===== src/rtl/mem_port_arbiter_pkg.sv =====
`default_nettype none
// ============================================================================
//  Module   : mem_port_arbiter_pkg
//  Purpose  : Shared definitions for the unified memory-port arbiter:
//             FSM state encoding, port-owner select codes, the fixed
//             instruction-fetch byte-enable pattern and the grant helper.
//  Revision : 1.0  initial release
// ============================================================================
package mem_port_arbiter_pkg;

    typedef logic [1:0] arb_state_t;

    // FSM state encoding
    localparam arb_state_t c_st_idle    = 2'd0;
    localparam arb_state_t c_st_busy_if = 2'd1;
    localparam arb_state_t c_st_busy_dm = 2'd2;
    localparam arb_state_t c_st_done    = 2'd3;

    // Port owner codes (drive mem_sel and the steering muxes)
    localparam logic c_sel_if = 1'b0;
    localparam logic c_sel_dm = 1'b1;

    // Instruction fetch always reads a full word
    localparam logic [3:0] c_if_be = 4'hF;

    // Picks the owner for a grant. On a tie, round-robin hands the port to
    // whichever side did not win last time; otherwise data access wins.
    function automatic logic arb_pick(
        input logic if_req,
        input logic dm_req,
        input logic rr_en,
        input logic last_gnt
    );
        if (if_req && dm_req) begin
            return rr_en ? ~last_gnt : c_sel_dm;
        end
        return dm_req ? c_sel_dm : c_sel_if;
    endfunction

endpackage
`default_nettype wire


===== src/rtl/mem_port_arbiter_if.sv =====
`default_nettype none
// ============================================================================
//  Module   : mem_port_arbiter_if
//  Purpose  : Bundles the IF requester, DM requester and memory-port
//             signals of the arbiter.
//  Modports : master - the arbiter (drives done/rdata/stall and the port)
//             slave  - the surrounding CPU and memory (drive requests, ack)
//  Revision : 1.0  initial release
// ============================================================================
interface mem_port_arbiter_if #(
    parameter int AW = 32,
    parameter int DW = 32
);
    // Instruction fetch requester
    logic          if_req;
    logic [AW-1:0] if_addr;
    logic          if_done;
    logic [DW-1:0] if_rdata;
    logic          if_stall;
    // Data access requester
    logic          dm_req;
    logic          dm_we;
    logic [3:0]    dm_be;
    logic [AW-1:0] dm_addr;
    logic [DW-1:0] dm_wdata;
    logic          dm_done;
    logic [DW-1:0] dm_rdata;
    logic          dm_stall;
    // Unified memory port
    logic          mem_req;
    logic          mem_sel;
    logic          mem_we;
    logic [3:0]    mem_be;
    logic [AW-1:0] mem_addr;
    logic [DW-1:0] mem_wdata;
    logic          mem_ack;
    logic [DW-1:0] mem_rdata;
    // Status
    logic          bus_err;

    modport master (
        input  if_req, if_addr,
        output if_done, if_rdata, if_stall,
        input  dm_req, dm_we, dm_be, dm_addr, dm_wdata,
        output dm_done, dm_rdata, dm_stall,
        output mem_req, mem_sel, mem_we, mem_be, mem_addr, mem_wdata,
        input  mem_ack, mem_rdata,
        output bus_err
    );

    modport slave (
        output if_req, if_addr,
        input  if_done, if_rdata, if_stall,
        output dm_req, dm_we, dm_be, dm_addr, dm_wdata,
        input  dm_done, dm_rdata, dm_stall,
        input  mem_req, mem_sel, mem_we, mem_be, mem_addr, mem_wdata,
        output mem_ack, mem_rdata,
        input  bus_err
    );
endinterface
`default_nettype wire


===== src/rtl/mem_port_arbiter_timeout.sv =====
`default_nettype none
// ============================================================================
//  Module   : mem_arb_timeout
//  Purpose  : Wait counter for a memory-port transaction. Counts cycles
//             without an ack and flags expiry on the last allowed cycle.
//  Ports    : clk       system clock
//             rst_n     synchronous reset, active low
//             i_clear   force the counter to zero (outside a transaction)
//             i_enable  advance the counter (busy, no ack this cycle)
//             o_expire  counter sits at TIMEOUT-1
//  Revision : 1.0  initial release
// ============================================================================
module mem_arb_timeout #(
    parameter int TIMEOUT = 16
) (
    input  wire logic clk,
    input  wire logic rst_n,
    input  wire logic i_clear,
    input  wire logic i_enable,
    output logic      o_expire
);
    localparam int                 c_cnt_w = $clog2(TIMEOUT);
    localparam logic [c_cnt_w-1:0] c_last  = c_cnt_w'(TIMEOUT - 1);

    logic [c_cnt_w-1:0] r_count;

    always_ff @(posedge clk) begin
        if (!rst_n || i_clear) begin
            r_count <= '0;
        end else if (i_enable) begin
            r_count <= r_count + 1'b1;
        end
    end

    // Expiry is qualified with "no ack" by the owner of the FSM
    assign o_expire = (r_count == c_last);
endmodule
`default_nettype wire


===== src/rtl/mux2_32.sv =====
`default_nettype none
// ============================================================================
//  Module   : mux2_32
//  Purpose  : 2:1 multiplexer cell (32 bits by default).
//  Ports    : i_sel  select, 0 -> i_d0, 1 -> i_d1
//             i_d0   data input 0
//             i_d1   data input 1
//             o_y    selected data
//  Revision : 1.0  initial release
// ============================================================================
module mux2_32 #(
    parameter int WIDTH = 32
) (
    input  wire logic             i_sel,
    input  wire logic [WIDTH-1:0] i_d0,
    input  wire logic [WIDTH-1:0] i_d1,
    output logic      [WIDTH-1:0] o_y
);
    assign o_y = i_sel ? i_d1 : i_d0;
endmodule
`default_nettype wire


===== src/rtl/mem_port_arbiter.sv =====
`default_nettype none
// ============================================================================
//  Module   : mem_port_arbiter
//  Purpose  : Shares the single unified memory port between instruction
//             fetch (IF) and data access (DM). Arbitrates, latches the
//             winning request onto the port, runs the req/ack handshake,
//             returns read data and produces the IF/DM stall signals.
//  Ports    : clk    system clock (rising edge)
//             rst_n  synchronous reset, active low
//             bus    mem_port_arbiter_if.master - requesters, port, bus_err
//  Config   : ARB_RR_EN  defined   -> round-robin on ties (last_gnt register)
//                        undefined -> fixed DM-over-IF priority
//  Revision : 1.0  initial release
// ============================================================================
module mem_port_arbiter
    import mem_port_arbiter_pkg::*;
#(
    parameter int AW      = 32,
    parameter int DW      = 32,
    parameter int TIMEOUT = 16
) (
    input  wire logic               clk,
    input  wire logic               rst_n,
    mem_port_arbiter_if.master      bus
);

    arb_state_t    r_state;
    logic          r_mem_req;
    logic          r_mem_sel;
    logic          r_mem_we;
    logic [3:0]    r_mem_be;
    logic [AW-1:0] r_mem_addr;
    logic [DW-1:0] r_mem_wdata;
    logic [DW-1:0] r_if_rdata;
    logic [DW-1:0] r_dm_rdata;
    logic          r_bus_err;

    logic          w_grant;
    logic          w_gnt_sel;
    logic          w_busy;
    logic          w_expire;
    logic [AW-1:0] w_addr_nxt;
    logic [DW-1:0] w_wdata_nxt;

    // Grants are only made from IDLE; DONE deliberately skips arbitration so
    // requesters have a cycle to drop or renew their request.
    assign w_grant = (r_state == c_st_idle) && (bus.if_req || bus.dm_req);
    assign w_busy  = (r_state == c_st_busy_if) || (r_state == c_st_busy_dm);

`ifdef ARB_RR_EN
    logic r_last_gnt;

    always_ff @(posedge clk) begin
        if (!rst_n) begin
            r_last_gnt <= c_sel_if;
        end else if (w_grant) begin
            r_last_gnt <= w_gnt_sel;
        end
    end

    assign w_gnt_sel = arb_pick(bus.if_req, bus.dm_req, 1'b1, r_last_gnt);
`else
    assign w_gnt_sel = arb_pick(bus.if_req, bus.dm_req, 1'b0, c_sel_if);
`endif

    // Steering is driven by the owner being granted this cycle, which is the
    // value mem_sel takes from the next cycle on. IF never writes, so its
    // write-data leg is tied to zero.
    mux2_32 #(.WIDTH(AW)) u_addr_mux (
        .i_sel (w_gnt_sel),
        .i_d0  (bus.if_addr),
        .i_d1  (bus.dm_addr),
        .o_y   (w_addr_nxt)
    );

    mux2_32 #(.WIDTH(DW)) u_wdata_mux (
        .i_sel (w_gnt_sel),
        .i_d0  ({DW{1'b0}}),
        .i_d1  (bus.dm_wdata),
        .o_y   (w_wdata_nxt)
    );

    // Counter is held at zero outside BUSY and only advances on no-ack cycles
    mem_arb_timeout #(.TIMEOUT(TIMEOUT)) u_timeout (
        .clk      (clk),
        .rst_n    (rst_n),
        .i_clear  (~w_busy),
        .i_enable (w_busy & ~bus.mem_ack),
        .o_expire (w_expire)
    );

    always_ff @(posedge clk) begin
        if (!rst_n) begin
            r_state     <= c_st_idle;
            r_mem_req   <= 1'b0;
            r_mem_sel   <= c_sel_if;
            r_mem_we    <= 1'b0;
            r_mem_be    <= 4'h0;
            r_mem_addr  <= '0;
            r_mem_wdata <= '0;
            r_if_rdata  <= '0;
            r_dm_rdata  <= '0;
            r_bus_err   <= 1'b0;
        end else begin
            case (r_state)
                c_st_idle: begin
                    // A stray mem_ack here is simply not looked at
                    if (w_grant) begin
                        r_state     <= (w_gnt_sel == c_sel_dm) ? c_st_busy_dm : c_st_busy_if;
                        r_mem_req   <= 1'b1;
                        r_mem_sel   <= w_gnt_sel;
                        r_mem_we    <= (w_gnt_sel == c_sel_dm) ? bus.dm_we : 1'b0;
                        r_mem_be    <= (w_gnt_sel == c_sel_dm) ? bus.dm_be : c_if_be;
                        r_mem_addr  <= w_addr_nxt;
                        r_mem_wdata <= w_wdata_nxt;
                    end
                end

                c_st_busy_if, c_st_busy_dm: begin
                    // An ack on the final counted cycle still completes normally
                    if (bus.mem_ack) begin
                        if (r_state == c_st_busy_dm) begin
                            r_dm_rdata <= bus.mem_rdata;
                        end else begin
                            r_if_rdata <= bus.mem_rdata;
                        end
                        r_mem_req <= 1'b0;
                        r_state   <= c_st_done;
                    end else if (w_expire) begin
                        if (r_state == c_st_busy_dm) begin
                            r_dm_rdata <= '0;
                        end else begin
                            r_if_rdata <= '0;
                        end
                        r_bus_err <= 1'b1;
                        r_mem_req <= 1'b0;
                        r_state   <= c_st_done;
                    end
                end

                c_st_done: begin
                    r_state <= c_st_idle;
                end

                default: begin
                    r_state   <= c_st_idle;
                    r_mem_req <= 1'b0;
                end
            endcase
        end
    end

    // Done pulses are decoded from DONE, so a reset that lands mid-transaction
    // can never produce one.
    assign bus.if_done   = (r_state == c_st_done) && (r_mem_sel == c_sel_if);
    assign bus.dm_done   = (r_state == c_st_done) && (r_mem_sel == c_sel_dm);
    assign bus.if_rdata  = r_if_rdata;
    assign bus.dm_rdata  = r_dm_rdata;
    assign bus.if_stall  = bus.if_req & ~bus.if_done;
    assign bus.dm_stall  = bus.dm_req & ~bus.dm_done;

    assign bus.mem_req   = r_mem_req;
    assign bus.mem_sel   = r_mem_sel;
    assign bus.mem_we    = r_mem_we;
    assign bus.mem_be    = r_mem_be;
    assign bus.mem_addr  = r_mem_addr;
    assign bus.mem_wdata = r_mem_wdata;
    assign bus.bus_err   = r_bus_err;

endmodule
`default_nettype wire


===== src/flat_wrapper.sv =====
// flat-port wrapper written by rule: the top's interface ports become plain ports
module mem_port_arbiter_flat import mem_port_arbiter_pkg::*;
#(
    parameter int AW      = 32,
    parameter int DW      = 32,
    parameter int TIMEOUT = 16
)
  (clk, rst_n, bus_if_req, bus_if_addr, bus_if_done, bus_if_rdata, bus_if_stall, bus_dm_req, bus_dm_we, bus_dm_be, bus_dm_addr, bus_dm_wdata, bus_dm_done, bus_dm_rdata, bus_dm_stall, bus_mem_req, bus_mem_sel, bus_mem_we, bus_mem_be, bus_mem_addr, bus_mem_wdata, bus_mem_ack, bus_mem_rdata, bus_bus_err);
  mem_port_arbiter_if #(.AW(AW), .DW(DW)) bus_i ();
  input  wire logic clk;
  input  wire logic rst_n;
  input wire logic [$bits(bus_i.if_req)-1:0] bus_if_req;
  input wire logic [$bits(bus_i.if_addr)-1:0] bus_if_addr;
  output wire logic [$bits(bus_i.if_done)-1:0] bus_if_done;
  output wire logic [$bits(bus_i.if_rdata)-1:0] bus_if_rdata;
  output wire logic [$bits(bus_i.if_stall)-1:0] bus_if_stall;
  input wire logic [$bits(bus_i.dm_req)-1:0] bus_dm_req;
  input wire logic [$bits(bus_i.dm_we)-1:0] bus_dm_we;
  input wire logic [$bits(bus_i.dm_be)-1:0] bus_dm_be;
  input wire logic [$bits(bus_i.dm_addr)-1:0] bus_dm_addr;
  input wire logic [$bits(bus_i.dm_wdata)-1:0] bus_dm_wdata;
  output wire logic [$bits(bus_i.dm_done)-1:0] bus_dm_done;
  output wire logic [$bits(bus_i.dm_rdata)-1:0] bus_dm_rdata;
  output wire logic [$bits(bus_i.dm_stall)-1:0] bus_dm_stall;
  output wire logic [$bits(bus_i.mem_req)-1:0] bus_mem_req;
  output wire logic [$bits(bus_i.mem_sel)-1:0] bus_mem_sel;
  output wire logic [$bits(bus_i.mem_we)-1:0] bus_mem_we;
  output wire logic [$bits(bus_i.mem_be)-1:0] bus_mem_be;
  output wire logic [$bits(bus_i.mem_addr)-1:0] bus_mem_addr;
  output wire logic [$bits(bus_i.mem_wdata)-1:0] bus_mem_wdata;
  input wire logic [$bits(bus_i.mem_ack)-1:0] bus_mem_ack;
  input wire logic [$bits(bus_i.mem_rdata)-1:0] bus_mem_rdata;
  output wire logic [$bits(bus_i.bus_err)-1:0] bus_bus_err;
  assign bus_i.if_req = bus_if_req;
  assign bus_i.if_addr = bus_if_addr;
  assign bus_if_done = bus_i.if_done;
  assign bus_if_rdata = bus_i.if_rdata;
  assign bus_if_stall = bus_i.if_stall;
  assign bus_i.dm_req = bus_dm_req;
  assign bus_i.dm_we = bus_dm_we;
  assign bus_i.dm_be = bus_dm_be;
  assign bus_i.dm_addr = bus_dm_addr;
  assign bus_i.dm_wdata = bus_dm_wdata;
  assign bus_dm_done = bus_i.dm_done;
  assign bus_dm_rdata = bus_i.dm_rdata;
  assign bus_dm_stall = bus_i.dm_stall;
  assign bus_mem_req = bus_i.mem_req;
  assign bus_mem_sel = bus_i.mem_sel;
  assign bus_mem_we = bus_i.mem_we;
  assign bus_mem_be = bus_i.mem_be;
  assign bus_mem_addr = bus_i.mem_addr;
  assign bus_mem_wdata = bus_i.mem_wdata;
  assign bus_i.mem_ack = bus_mem_ack;
  assign bus_i.mem_rdata = bus_mem_rdata;
  assign bus_bus_err = bus_i.bus_err;
  mem_port_arbiter #(.AW(AW), .DW(DW), .TIMEOUT(TIMEOUT)) u_core (.clk(clk), .rst_n(rst_n), .bus(bus_i));
endmodule

===== config.mk =====
export PLATFORM = sky130hd
export DESIGN_NAME = mem_port_arbiter_flat
export DESIGN_NICKNAME = d
export VERILOG_FILES = /design/src/rtl/mem_port_arbiter_pkg.sv /design/src/rtl/mem_port_arbiter_if.sv /design/src/rtl/mem_port_arbiter_timeout.sv /design/src/rtl/mux2_32.sv /design/src/rtl/mem_port_arbiter.sv /design/src/flat_wrapper.sv
export SDC_FILE = /design/constraint.sdc
export NUM_CORES = 1
export LEC_CHECK = 0
export CORE_UTILIZATION = 43
export DETAILED_ROUTE_END_ITERATION = 12
export PLACE_DENSITY = 0.81
export RECOVER_POWER = 50
export SLEW_MARGIN = 20
export SYNTH_ARGS = -nofsm -noshare
export SYNTH_HDL_FRONTEND = slang
export SYNTH_HIERARCHICAL = 1
export SYNTH_SLANG_ARGS = --single-unit

===== constraint.sdc =====
create_clock -name clk -period 2.2 [get_ports clk]
set_clock_uncertainty 0.15 [all_clocks]
set_input_delay 0.44 -clock clk [delete_from_list [all_inputs] [get_ports clk]]
set_output_delay 0.44 -clock clk [all_outputs]
set_load 0.05 [all_outputs]

==> results of run 1 <==
[cell usage in the layout (no fill, tap or decap), types with 3 or more instances in the layout]
cell             count
clkdlybuf4s50_1    201
nand2_1            164
dfxtp_1            142
nand3_1             65
a21boi_0            64
mux2_4              60
clkbuf_1            41
mux2i_1             34
o21ai_0             32
conb_1              32
dlymetal6s2s_1      20
clkbuf_16           17
buf_4               12
buf_12              12
dlygate4sd2_1       11
inv_6                6
nand3b_1             6
ha_1                 5
o211a_1              4
mux2_2               4
inv_1                3
nor2b_2              3
o21ai_1              3
o211ai_1             3
nor2_1               3
[kinds of logic after synthesis]
group,Yosys count,share of synthesized area [%]
fa+ha+maj,5,0.945
compound gates,116,12.5
buf+inv,60,7.12
flops,142,42.9
mux,98,19.4
simple gates,251,16.9
xor+xnor,1,0.132
other cells,1,0.0566
[registers in the layout (all words and copies together) (netlist names)]
| name | count |
|---|---|
| u_core/bus.mem_wdata | 32 |
| u_core/r_state | 2 |
| u_core/bus.mem_req | 1 |
| u_core/bus.mem_addr | 32 |
| u_core/bus.bus_err | 1 |
| u_core/bus.mem_be | 4 |
| u_core/u_timeout/r_count | 4 |
| u_core/bus.dm_rdata | 32 |
| u_core/bus.if_rdata | 32 |
| u_core/bus.mem_we | 1 |
| u_core/bus.mem_sel | 1 |
[final timing paths]
path                                         startpoint                               endpoint  slack (ns)  cells past startpoint
setup reg to reg         u_core/r_state[0]$_SDFFE_PN0P_  u_core/bus.mem_wdata[12]$_SDFFE_PN0P_        0.20                      6
setup / recovery   u_core/bus.mem_addr[31]$_SDFFE_PN0P_                       bus_mem_addr[31]        0.04                      1
hold reg to reg   u_core/bus.mem_wdata[31]$_SDFFE_PN0P_  u_core/bus.mem_wdata[31]$_SDFFE_PN0P_        0.31                      2
hold / removal    u_core/bus.mem_wdata[31]$_SDFFE_PN0P_  u_core/bus.mem_wdata[31]$_SDFFE_PN0P_        0.31                      2
[worst reg2reg max path, cell delays in order (launching register included)]
cell and delay (ns):
dfxtp_1 0.36, inv_1 0.09, ha_1 0.28, o21ai_4 0.09
clkbuf_4 0.61, nand2_1 0.14, a21boi_0 0.21
[layer usage]
metal	vias up	track usage, %
met5	-	0
met3	48	5.73
met1	2621	25.5
li1	2852	-
met2	185	39.4
met4	0	13.1
[synthesized netlist by cell type, types with 2 or more instances]
| master | n | area, µm² |
|---|---|---|
| buf_2 | 13 | 65.1 |
| nand3_1 | 65 | 325 |
| dfxtp_1 | 142 | 2840 |
| nand3b_1 | 6 | 45.0 |
| nor2b_1 | 5 | 31.3 |
| ha_1 | 5 | 62.6 |
| buf_12 | 9 | 180 |
| o211a_1 | 4 | 40.0 |
| nand2_1 | 164 | 616 |
| mux2_2 | 4 | 45.0 |
| buf_4 | 10 | 75.1 |
| o21ai_1 | 5 | 25.0 |
| nor2_1 | 3 | 11.3 |
| o211ai_1 | 2 | 15.0 |
| a21boi_1 | 30 | 225 |
| a21oi_1 | 2 | 10.0 |
| a21boi_0 | 36 | 270 |
| clkbuf_1 | 18 | 67.6 |
| inv_1 | 3 | 11.3 |
| mux2_4 | 60 | 901 |
| buf_6 | 6 | 67.6 |
| o21ai_0 | 29 | 145 |
| mux2i_1 | 34 | 340 |
[metrics by stage]
stage	worst slack (ns)	cell area (µm²)	TNS, ns	util, %
5_1_grt	0.000471	9920	0	67.3
2_1_floorplan	-0.0117	6740	-0.0117	-
3_5_place_dp	0.108	9590	0	65.0
6_report	0.0358	9920	0	67.3
3_3_place_gp	0.106	9590	0	65.0
4_1_cts	0.000646	10200	0	68.9
[report_power, final]
part / total, µW / internal [µW] / switching [µW]
registers: 3190 / 2990 / 208
logic: 4270 / 1490 / 2790
clock network: 2890 / 1720 / 1170
total: 10400 / 6190 / 4170
[final cells by class]
type	count	area share, %
clock buffer	18	4.43
clock inverter	14	1.56
inverter	3	0.113
multi-input combinational	503	34.2
sequential	142	28.6
tap	184	2.32
timing repair buffer	298	28.7
==> results.md, run 1 <==
- Pre-Repair DR Iteration Count: 6
- Area Growth Syn to Fin: 49.8%
- Via/cell ratio: 4.91
- Warnings from Yosys: 6
- Avg Cell Area, Syn: 9.83 µm²
- GPL Wtd Cong: 0.829
- Drt total wl: 18000 µm
- First-pass GRT wire length: 28500 µm
- Asr flop ratio synth: 0%
- Vias in the first global route: 5676
- Clk_lat worst skew: 0.42 ns
- Area of the multi-input gates: 3390 µm²
- Largest net degree at the start of global routing: 68
- Worst Max-Slew Pin Slew: 0.708 ns
- Post-synthesis sequential area ratio: 42.9%
- CP Launch Type: flip-flop
- CTS Root Cell: clkbuf_16
- Highest Signal Layer: met4
- Cell family with most CP delay: buffers and inverters
- M1 WL: 7470 µm
- Total die area: 15900 µm²
- PnR Total Power: 10400 µW
- Final Non-Filler Cells: 1162
- Placement row count: 44
- DRC viols: 0
- Number of buffers added on ports: 277
- Setup Buffers After CTS: 0
- # clock sinks: 142
- Num CTS Buffers: 17
- P per Cell Area: 1040 nW/µm²
- Prevailing post-synth register cell: dfxtp_1
- Crit path buf inv count: 1
- Period minus WS final: 2.16 ns
- Share of cells above drive strength 1: 13.1%
- CP Class: flip-flop to output pin
- Mapped Cells: 674
- Setup violators final: 0
- Via count: 5706
- Status: completed
- Die X: 126 µm
- Critical path's slowest cell: clkdlybuf4s50_1
- Max-slew violations: 0
- DPL Wire Length: 12600 µm
- Clock slew seen by the registers of the worst setup and hold paths: 0.06 ns
- GRT Total Usage: 22.8%
- H-tree lvl count: 4
- CTS max path bufs: 2
- Slew Limit Headroom: 52.8%
- Crit path required time: 1.61 ns
- CTS tree: built
- Iter 0 DRT Violations: 331
- Initial antenna violation count: 0
- Gr ovfl total: 0
- Met2 WL: 8940 µm
- Met3 WL post-DR: 909 µm
- Seq cells post-synth: 142
- Post-DR wirelength/cell: 15.5 µm
- Crit-path cells: clkdlybuf4s50_1
- Post-Place Cells: 1130
- Diode count: 0
- Fillers: 1234
- Layout Nets: 1108
- Die Y: 126 µm
- Fmax: 462 MHz
- RSZ-0062 raised after global routing: false
- Crit path largest cell delay: 0.83 ns
- Yosys cell types: 42
- Core Region: 14800 µm²
- Starting Density: 44.9%
- Max Cap Viol: 0
- Final hold violations: 0
- Worst min path class: flip-flop to flip-flop
- Post-DRT Antenna Nets: 0
- Sequential standard cell area: 2840 µm²
- Period utilisation layout: 98.4%
- Post-CTS sizing: 12
- Hold Slack: 0.307 ns
- Crit path DAT: 1.57 ns
- Post-synth EDFFs: 0
- Worst Setup End Kind: output pin
- Max VDD drop: 0.000565 V
- Maximum fanout along the worst path: 2
- Leakage: 0.00428 µW
- I/O pin cnt: 278
- Cts hold-fix bufs: 0
- Synth Cell Area: 6620 µm²
No activity file was read; power rests on OpenSTA's default activity.
==> inputs of run 2 (changes only) <==
- CORE_ASPECT_RATIO: not set -> 0.6
==> results.md, run 2 (synthesized netlist as in run 1, its figures left out) <==
- Leakage: 0.00397 µW (was 0.00428 µW)
- CTS Root Cell: clkbuf_16 (unchanged)
- DRC viols: 0 (unchanged)
- Cells on worst reg2reg path: 6 (unchanged)
- Post-Place Cells: 1140 (was 1130)
- Setup violators final: 0 (unchanged)
- Placement row count: 34 (was 44)
- Sw Share: 40.3% (was 40.2%)
- Core Region: 14800 µm² (about the same)
- Worst Max-Slew Pin Slew: 0.732 ns (was 0.708 ns)
- CTS tree: built (unchanged)
- Iter 0 DRT Violations: 338 (was 331)
- Cts hold-fix bufs: 0 (unchanged)
- Place WS: 0.0253 ns (was 0.108 ns)
- Num CTS Buffers: 17 (unchanged)
- Crit path largest cell delay: 0.83 ns (about the same)
- Worst Setup End Kind: output pin (unchanged)
- Stages on worst setup path: 1 (unchanged)
- Post-DRT Antenna Nets: 0 (unchanged)
- Hold Slack: 0.305 ns (was 0.307 ns)
- Clk_lat worst skew: 0.40 ns (was 0.42 ns)
- Gr ovfl total: 0 (unchanged)
- Period minus WS final: 2.17 ns (was 2.16 ns)
- Crit path DAT: 1.58 ns (was 1.57 ns)
- Diode count: 0 (unchanged)
- GRT Total Usage: 22.0% (was 22.8%)
- RSZ-0062 raised after global routing: false (unchanged)
- Final WS setup: 0.0298 ns (was 0.0358 ns)
- Final Non-Filler Cells: 1172 (was 1162)
- Worst min path class: flip-flop to flip-flop (unchanged)
- Slew Limit Headroom: 50.9% (was 52.8%)
- Combinational group share of total power: 41.8% (was 41.3%)
- Max VDD drop: 0.000551 V (was 0.000565 V)
- Die Y: 98.1 µm (was 126 µm)
- CP Class: flip-flop to output pin (unchanged)
- Die X: 162 µm (was 126 µm)
- Area Growth Syn to Fin: 50.5% (was 49.8%)
- Number of buffers added on ports: 277 (unchanged)
- Cell family with most CP delay: buffers and inverters (unchanged)
- Status: completed (unchanged)
- Post-DR wirelength/cell: 14.9 µm (was 15.5 µm)
- CTS max path bufs: 2 (unchanged)
- Pre-Repair DR Iteration Count: 4 (was 6)
- Max Cap Viol: 0 (unchanged)
- Clock slew seen by the registers of the worst setup and hold paths: 0.07 ns (was 0.06 ns)
- Final core occ: 67.5% (was 67.3%)
- Fmax: 461 MHz (was 462 MHz)
- Starting Density: 44.9% (about the same)
- Most frequent cells in the layout: clkdlybuf4s50_1 (227), nand2_1 (164), dfxtp_1 (142) (was clkdlybuf4s50_1 (201), nand2_1 (164), dfxtp_1 (142))
- Period utilisation layout: 98.6% (was 98.4%)
- NetSw: 4250 µW (was 4170 µW)
- Initial antenna violation count: 0 (unchanged)
- Max-slew violations: 0 (unchanged)
- CP Launch Type: flip-flop (unchanged)
- Via/cell ratio: 4.86 (was 4.91)
- Via count: 5693 (was 5706)
- Crit path buf inv count: 1 (unchanged)
- GPL Wtd Cong: 0.811 (was 0.829)
- Drt total wl: 17400 µm (was 18000 µm)
- Share of cells above drive strength 1: 13.0% (was 13.1%)
- Crit path required time: 1.61 ns (about the same)
- Largest net degree at the start of global routing: 65 (was 68)
- First-pass GRT wire length: 27800 µm (was 28500 µm)
- Final hold violations: 0 (unchanged)
- Critical path's slowest cell: clkdlybuf4s50_1 (unchanged)
- DPL Wire Length: 12500 µm (was 12600 µm)
- Total die area: 15900 µm² (about the same)
- Crit-path cells: clkdlybuf4s50_1 (unchanged)
- P per Cell Area: 1060 nW/µm² (was 1040 nW/µm²)
- Clock power frac: 27.8% (was 27.9%)
- Vias in the first global route: 5521 (was 5676)
- # clock sinks: 142 (unchanged)
- WHS Path Cells: 2 (unchanged)
- Layout Nets: 1104 (was 1108)
- PnR Total Power: 10500 µW (was 10400 µW)
- Register share of total power: 30.3% (was 30.8%)
- H-tree lvl count: 4 (unchanged)
- Most common cell after layout, fill and taps aside: clkdlybuf4s50_1 (unchanged)
- Maximum fanout along the worst path: 2 (unchanged)
- Int Pwr: 6300 µW (was 6190 µW)
- I/O pin cnt: 278 (unchanged)
[run 2: cell count changes in the layout (fill, tap and decap cells not counted), moves of 2 or more]
| cell | change |
|---|---|
| buf_12 | +4 |
| a21boi_0 | -5 |
| dlygate4sd3_1 | +2 |
| clkinv_4 | -2 |
| clkbuf_1 | -3 |
| dlymetal6s2s_1 | -16 |
| a21boi_1 | +5 |
| dlygate4sd2_1 | -10 |
| clkbuf_2 | +2 |
| clkdlybuf4s50_1 | +26 |
| buf_4 | -8 |
[run 2: worst paths after layout]
kind / startpoint / to / slack, ns
setup / recovery: u_core/bus.if_rdata[25]$_SDFFE_PN0P_ / bus_if_rdata[25] / 0.03
hold / removal: u_core/bus.mem_wdata[3]$_SDFFE_PN0P_ / u_core/bus.mem_wdata[3]$_SDFFE_PN0P_ / 0.30
setup reg to reg: u_core/r_state[0]$_SDFFE_PN0P_ / u_core/bus.mem_wdata[30]$_SDFFE_PN0P_ / 0.17
hold reg to reg: u_core/bus.mem_wdata[3]$_SDFFE_PN0P_ / u_core/bus.mem_wdata[3]$_SDFFE_PN0P_ / 0.30
[run 2: timing repair]
item,in CTS,in global routing
setup endpoints to repair,1,36
endpoints found under the hold margin,0,0
pin swaps,0,0
gates resized for setup,1,36
buffers inserted,0,0
[run 2: metal layers]
metal	global-route usage, %	vias up	part of all wire, %
met5	0	-	0
met2	36.8	201	47
met4	6.02	0	1.1
met3	6.92	15	8.1
met1	27.2	2633	44
li1	-	2844	-
[run 2: area by class of cell]
cell class                 count  area [µm²]
clock inverter                15         176
timing repair buffer         294        2850
inverter                       3        11.3
fill                        1216        4790
sequential                   142        2840
multi-input combinational    503        3410
clock buffer                  17         425
tap                          198         248
[run 2: power by group through the flow]
| stage | Combinational [µW] | Clock, µW | Sequential, µW |
|---|---|---|---|
| after global placement | 4610 | 0 | 3240 |
| after detailed placement | 4640 | 0 | 3260 |
| final | 4410 | 2940 | 3200 |
| after global routing | 4700 | 3120 | 3250 |
| after floorplan | 1820 | 0 | 4570 |
| after CTS | 4650 | 3000 | 3200 |
[run 2: metrics by stage]
stage / instance area, µm² / setup TNS (ns)
finish: 9970 / 0
global route: 9970 / 0
CTS: 10200 / 0
detailed placement: 9610 / 0
global placement: 9610 / 0
floorplan: 6740 / -0.0117
==> inputs of run 3 (changes only) <==
- CORE_MARGIN: not set -> 5
==> results.md, run 3 (synthesized netlist as in run 1, its figures left out) <==
- Status: completed (unchanged)
- Placement row count: 35 (was 34)
- I/O pin cnt: 278 (unchanged)
- Worst min path class: input pin to flip-flop (was flip-flop to flip-flop)
- Diode count: 0 (unchanged)
- Cell family with most CP delay: buffers and inverters (unchanged)
- Post-DR wirelength/cell: 15.8 µm (was 14.9 µm)
- Share of cells above drive strength 1: 12.8% (was 13.0%)
- Die Y: 106 µm (was 98.1 µm)
- Crit path DAT: 1.57 ns (was 1.58 ns)
- DRC viols: 0 (unchanged)
- Fillers: 1335 (was 1216)
- Crit path buf inv count: 1 (unchanged)
- Crit-path cells: clkdlybuf4s50_1 (unchanged)
- CTS Root Cell: clkbuf_16 (unchanged)
- Final WS setup: 0.0416 ns (was 0.0298 ns)
- Period utilisation layout: 98.1% (was 98.6%)
- Final hold violations: 0 (unchanged)
- First-pass GRT wire length: 28700 µm (was 27800 µm)
- Post-placement cell area: 9610 µm² (about the same)
- Worst Max-Slew Pin Slew: 0.743 ns (was 0.732 ns)
- CP Class: flip-flop to output pin (unchanged)
- Max Cap Viol: 0 (unchanged)
- Final Non-Filler Cells: 1175 (was 1172)
- Post-Place Cells: 1143 (was 1140)
- Fmax: 463 MHz (was 461 MHz)
- Place WS: 0.0545 ns (was 0.0253 ns)
- Largest net degree at the start of global routing: 65 (unchanged)
- Clock slew seen by the registers of the worst setup and hold paths: 0.07 ns (about the same)
- DPL Wire Length: 13500 µm (was 12500 µm)
- NetSw: 4240 µW (was 4250 µW)
- Area Growth Syn to Fin: 47.0% (was 50.5%)
- H-tree lvl count: 4 (unchanged)
- Iter 0 DRT Violations: 393 (was 338)
- # clock sinks: 142 (unchanged)
- Drt total wl: 18500 µm (was 17400 µm)
- Worst Setup End Kind: output pin (unchanged)
- Setup Buffers After CTS: 0 (unchanged)
- Number of buffers added on ports: 277 (unchanged)
- Via/cell ratio: 4.83 (was 4.86)
- Clock power frac: 27.2% (was 27.8%)
- Core Region: 15200 µm² (was 14800 µm²)
- Most frequent cells in the layout: clkdlybuf4s50_1 (201), nand2_1 (164), dfxtp_1 (142) (was clkdlybuf4s50_1 (227), nand2_1 (164), dfxtp_1 (142))
- CP Launch Type: flip-flop (unchanged)
- Post-DRT Antenna Nets: 0 (unchanged)
- Max VDD drop: 0.000572 V (was 0.000551 V)
- Num CTS Buffers: 17 (unchanged)
- Starting Density: 43.5% (was 44.9%)
- Sw Share: 41.2% (was 40.3%)
- Final core occ: 63.9% (was 67.5%)
- Leakage: 0.00383 µW (was 0.00397 µW)
- Slew Limit Headroom: 50.1% (was 50.9%)
- Critical path's slowest cell: clkdlybuf4s50_1 (unchanged)
- Combinational group share of total power: 41.7% (was 41.8%)
- Pre-Repair DR Iteration Count: 4 (unchanged)
- Setup violators final: 0 (unchanged)
- Total die area: 18100 µm² (was 15900 µm²)
- Int Pwr: 6050 µW (was 6300 µW)
- Most common cell after layout, fill and taps aside: clkdlybuf4s50_1 (unchanged)
- Max-slew violations: 0 (unchanged)
- GRT Total Usage: 19.6% (was 22.0%)
- CTS tree: built (unchanged)
- GPL Wtd Cong: 0.770 (was 0.811)
- Vias in the first global route: 5538 (was 5521)
- Via count: 5677 (was 5693)
- Crit path largest cell delay: 0.81 ns (was 0.83 ns)
- Maximum fanout along the worst path: 2 (unchanged)
- RSZ-0062 raised after global routing: false (unchanged)
- Period minus WS final: 2.16 ns (was 2.17 ns)
- Layout Nets: 1102 (was 1104)
- Design Area, Final: 9740 µm² (was 9970 µm²)
- CTS max path bufs: 2 (unchanged)
- Register share of total power: 31.1% (was 30.3%)
- Final setup TNS: 0 ns (unchanged)
- Cts hold-fix bufs: 0 (unchanged)
- P per Cell Area: 1060 nW/µm² (about the same)
- Gr ovfl total: 0 (unchanged)
- Die X: 170 µm (was 162 µm)
- Clk_lat worst skew: 0.41 ns (was 0.40 ns)
- Initial antenna violation count: 0 (unchanged)
- Crit path required time: 1.61 ns (about the same)
-- run 3: cell count changes in the layout (fill, tap and decap cells not counted), moves of 2 or more --
| cell | delta |
|---|---|
| a21boi_0 | -10 |
| a21boi_1 | +10 |
| clkbuf_1 | +30 |
| clkdlybuf4s50_1 | -26 |
| dlygate4sd2_1 | +3 |
| dlygate4sd3_1 | -2 |
| dlymetal6s2s_1 | -4 |
-- run 3: what timing repair did --
action                                  in CTS  in global routing
hold endpoints to repair                     0                  0
endpoints found under the setup margin       4                 62
resized for setup                            4                 62
pin swaps                                    0                  0
-- run 3: final timing paths --
check / cells past startpoint / end / slack, ns / start
hold reg to reg: 2 / u_core/bus.mem_wdata[1]$_SDFFE_PN0P_ / 0.30 / u_core/bus.mem_wdata[1]$_SDFFE_PN0P_
setup reg to reg: 6 / u_core/bus.mem_addr[30]$_SDFFE_PN0P_ / 0.12 / u_core/r_state[0]$_SDFFE_PN0P_
hold / removal: 3 / u_core/bus.mem_sel$_SDFFE_PN0P_ / 0.26 / bus_dm_req
setup / recovery: 1 / bus_mem_addr[4] / 0.04 / u_core/bus.mem_addr[4]$_SDFFE_PN0P_
-- run 3: routing by layer --
metal	vias to the layer above	global-route usage, %	share of wire (%)
li1	2845	-	-
met1	2607	24.2	42
met2	203	31.9	47
met3	22	7.51	9.3
met4	0	5.98	1.6
met5	-	0	0
-- run 3: cell type report --
cell class	count	area, µm²	area share, %
clock buffers	18	429	4.41
clock inverters	14	149	1.53
inverters	3	11.3	0.116
multi-input cells	503	3420	35.1
flip-flops and latches	142	2840	29.2
well taps	203	254	2.61
repair buffers	292	2630	27.0
-- run 3: through the flow --
step | power [µW] | hold WS [ns]
finish | 10300 | 0.262
global route | 10800 | 0.257
CTS | 10700 | 0.252
detailed placement | 7870 | 0.297
global placement | 7820 | 0.291
floorplan | 6390 | 0.319
-- run 3: worst min-delay path, delay by kind of cell --
kind | cells | cell delay, ns
buffers and inverters | 1 | 0.18
and+or+nand+nor | 1 | 0.08
AOI/OAI and AO/OA | 1 | 0.06
-- run 3: power by group through the flow --
| stage | Combinational, µW | Sequential [µW] | Clock, µW |
|---|---|---|---|
| 3_3_place_gp | 4580 | 3240 | 0 |
| 4_1_cts | 4620 | 3200 | 2870 |
| 3_5_place_dp | 4620 | 3260 | 0 |
| 2_1_floorplan | 1820 | 4570 | 0 |
| 6_report | 4290 | 3200 | 2800 |
| 5_1_grt | 4550 | 3260 | 2980 |
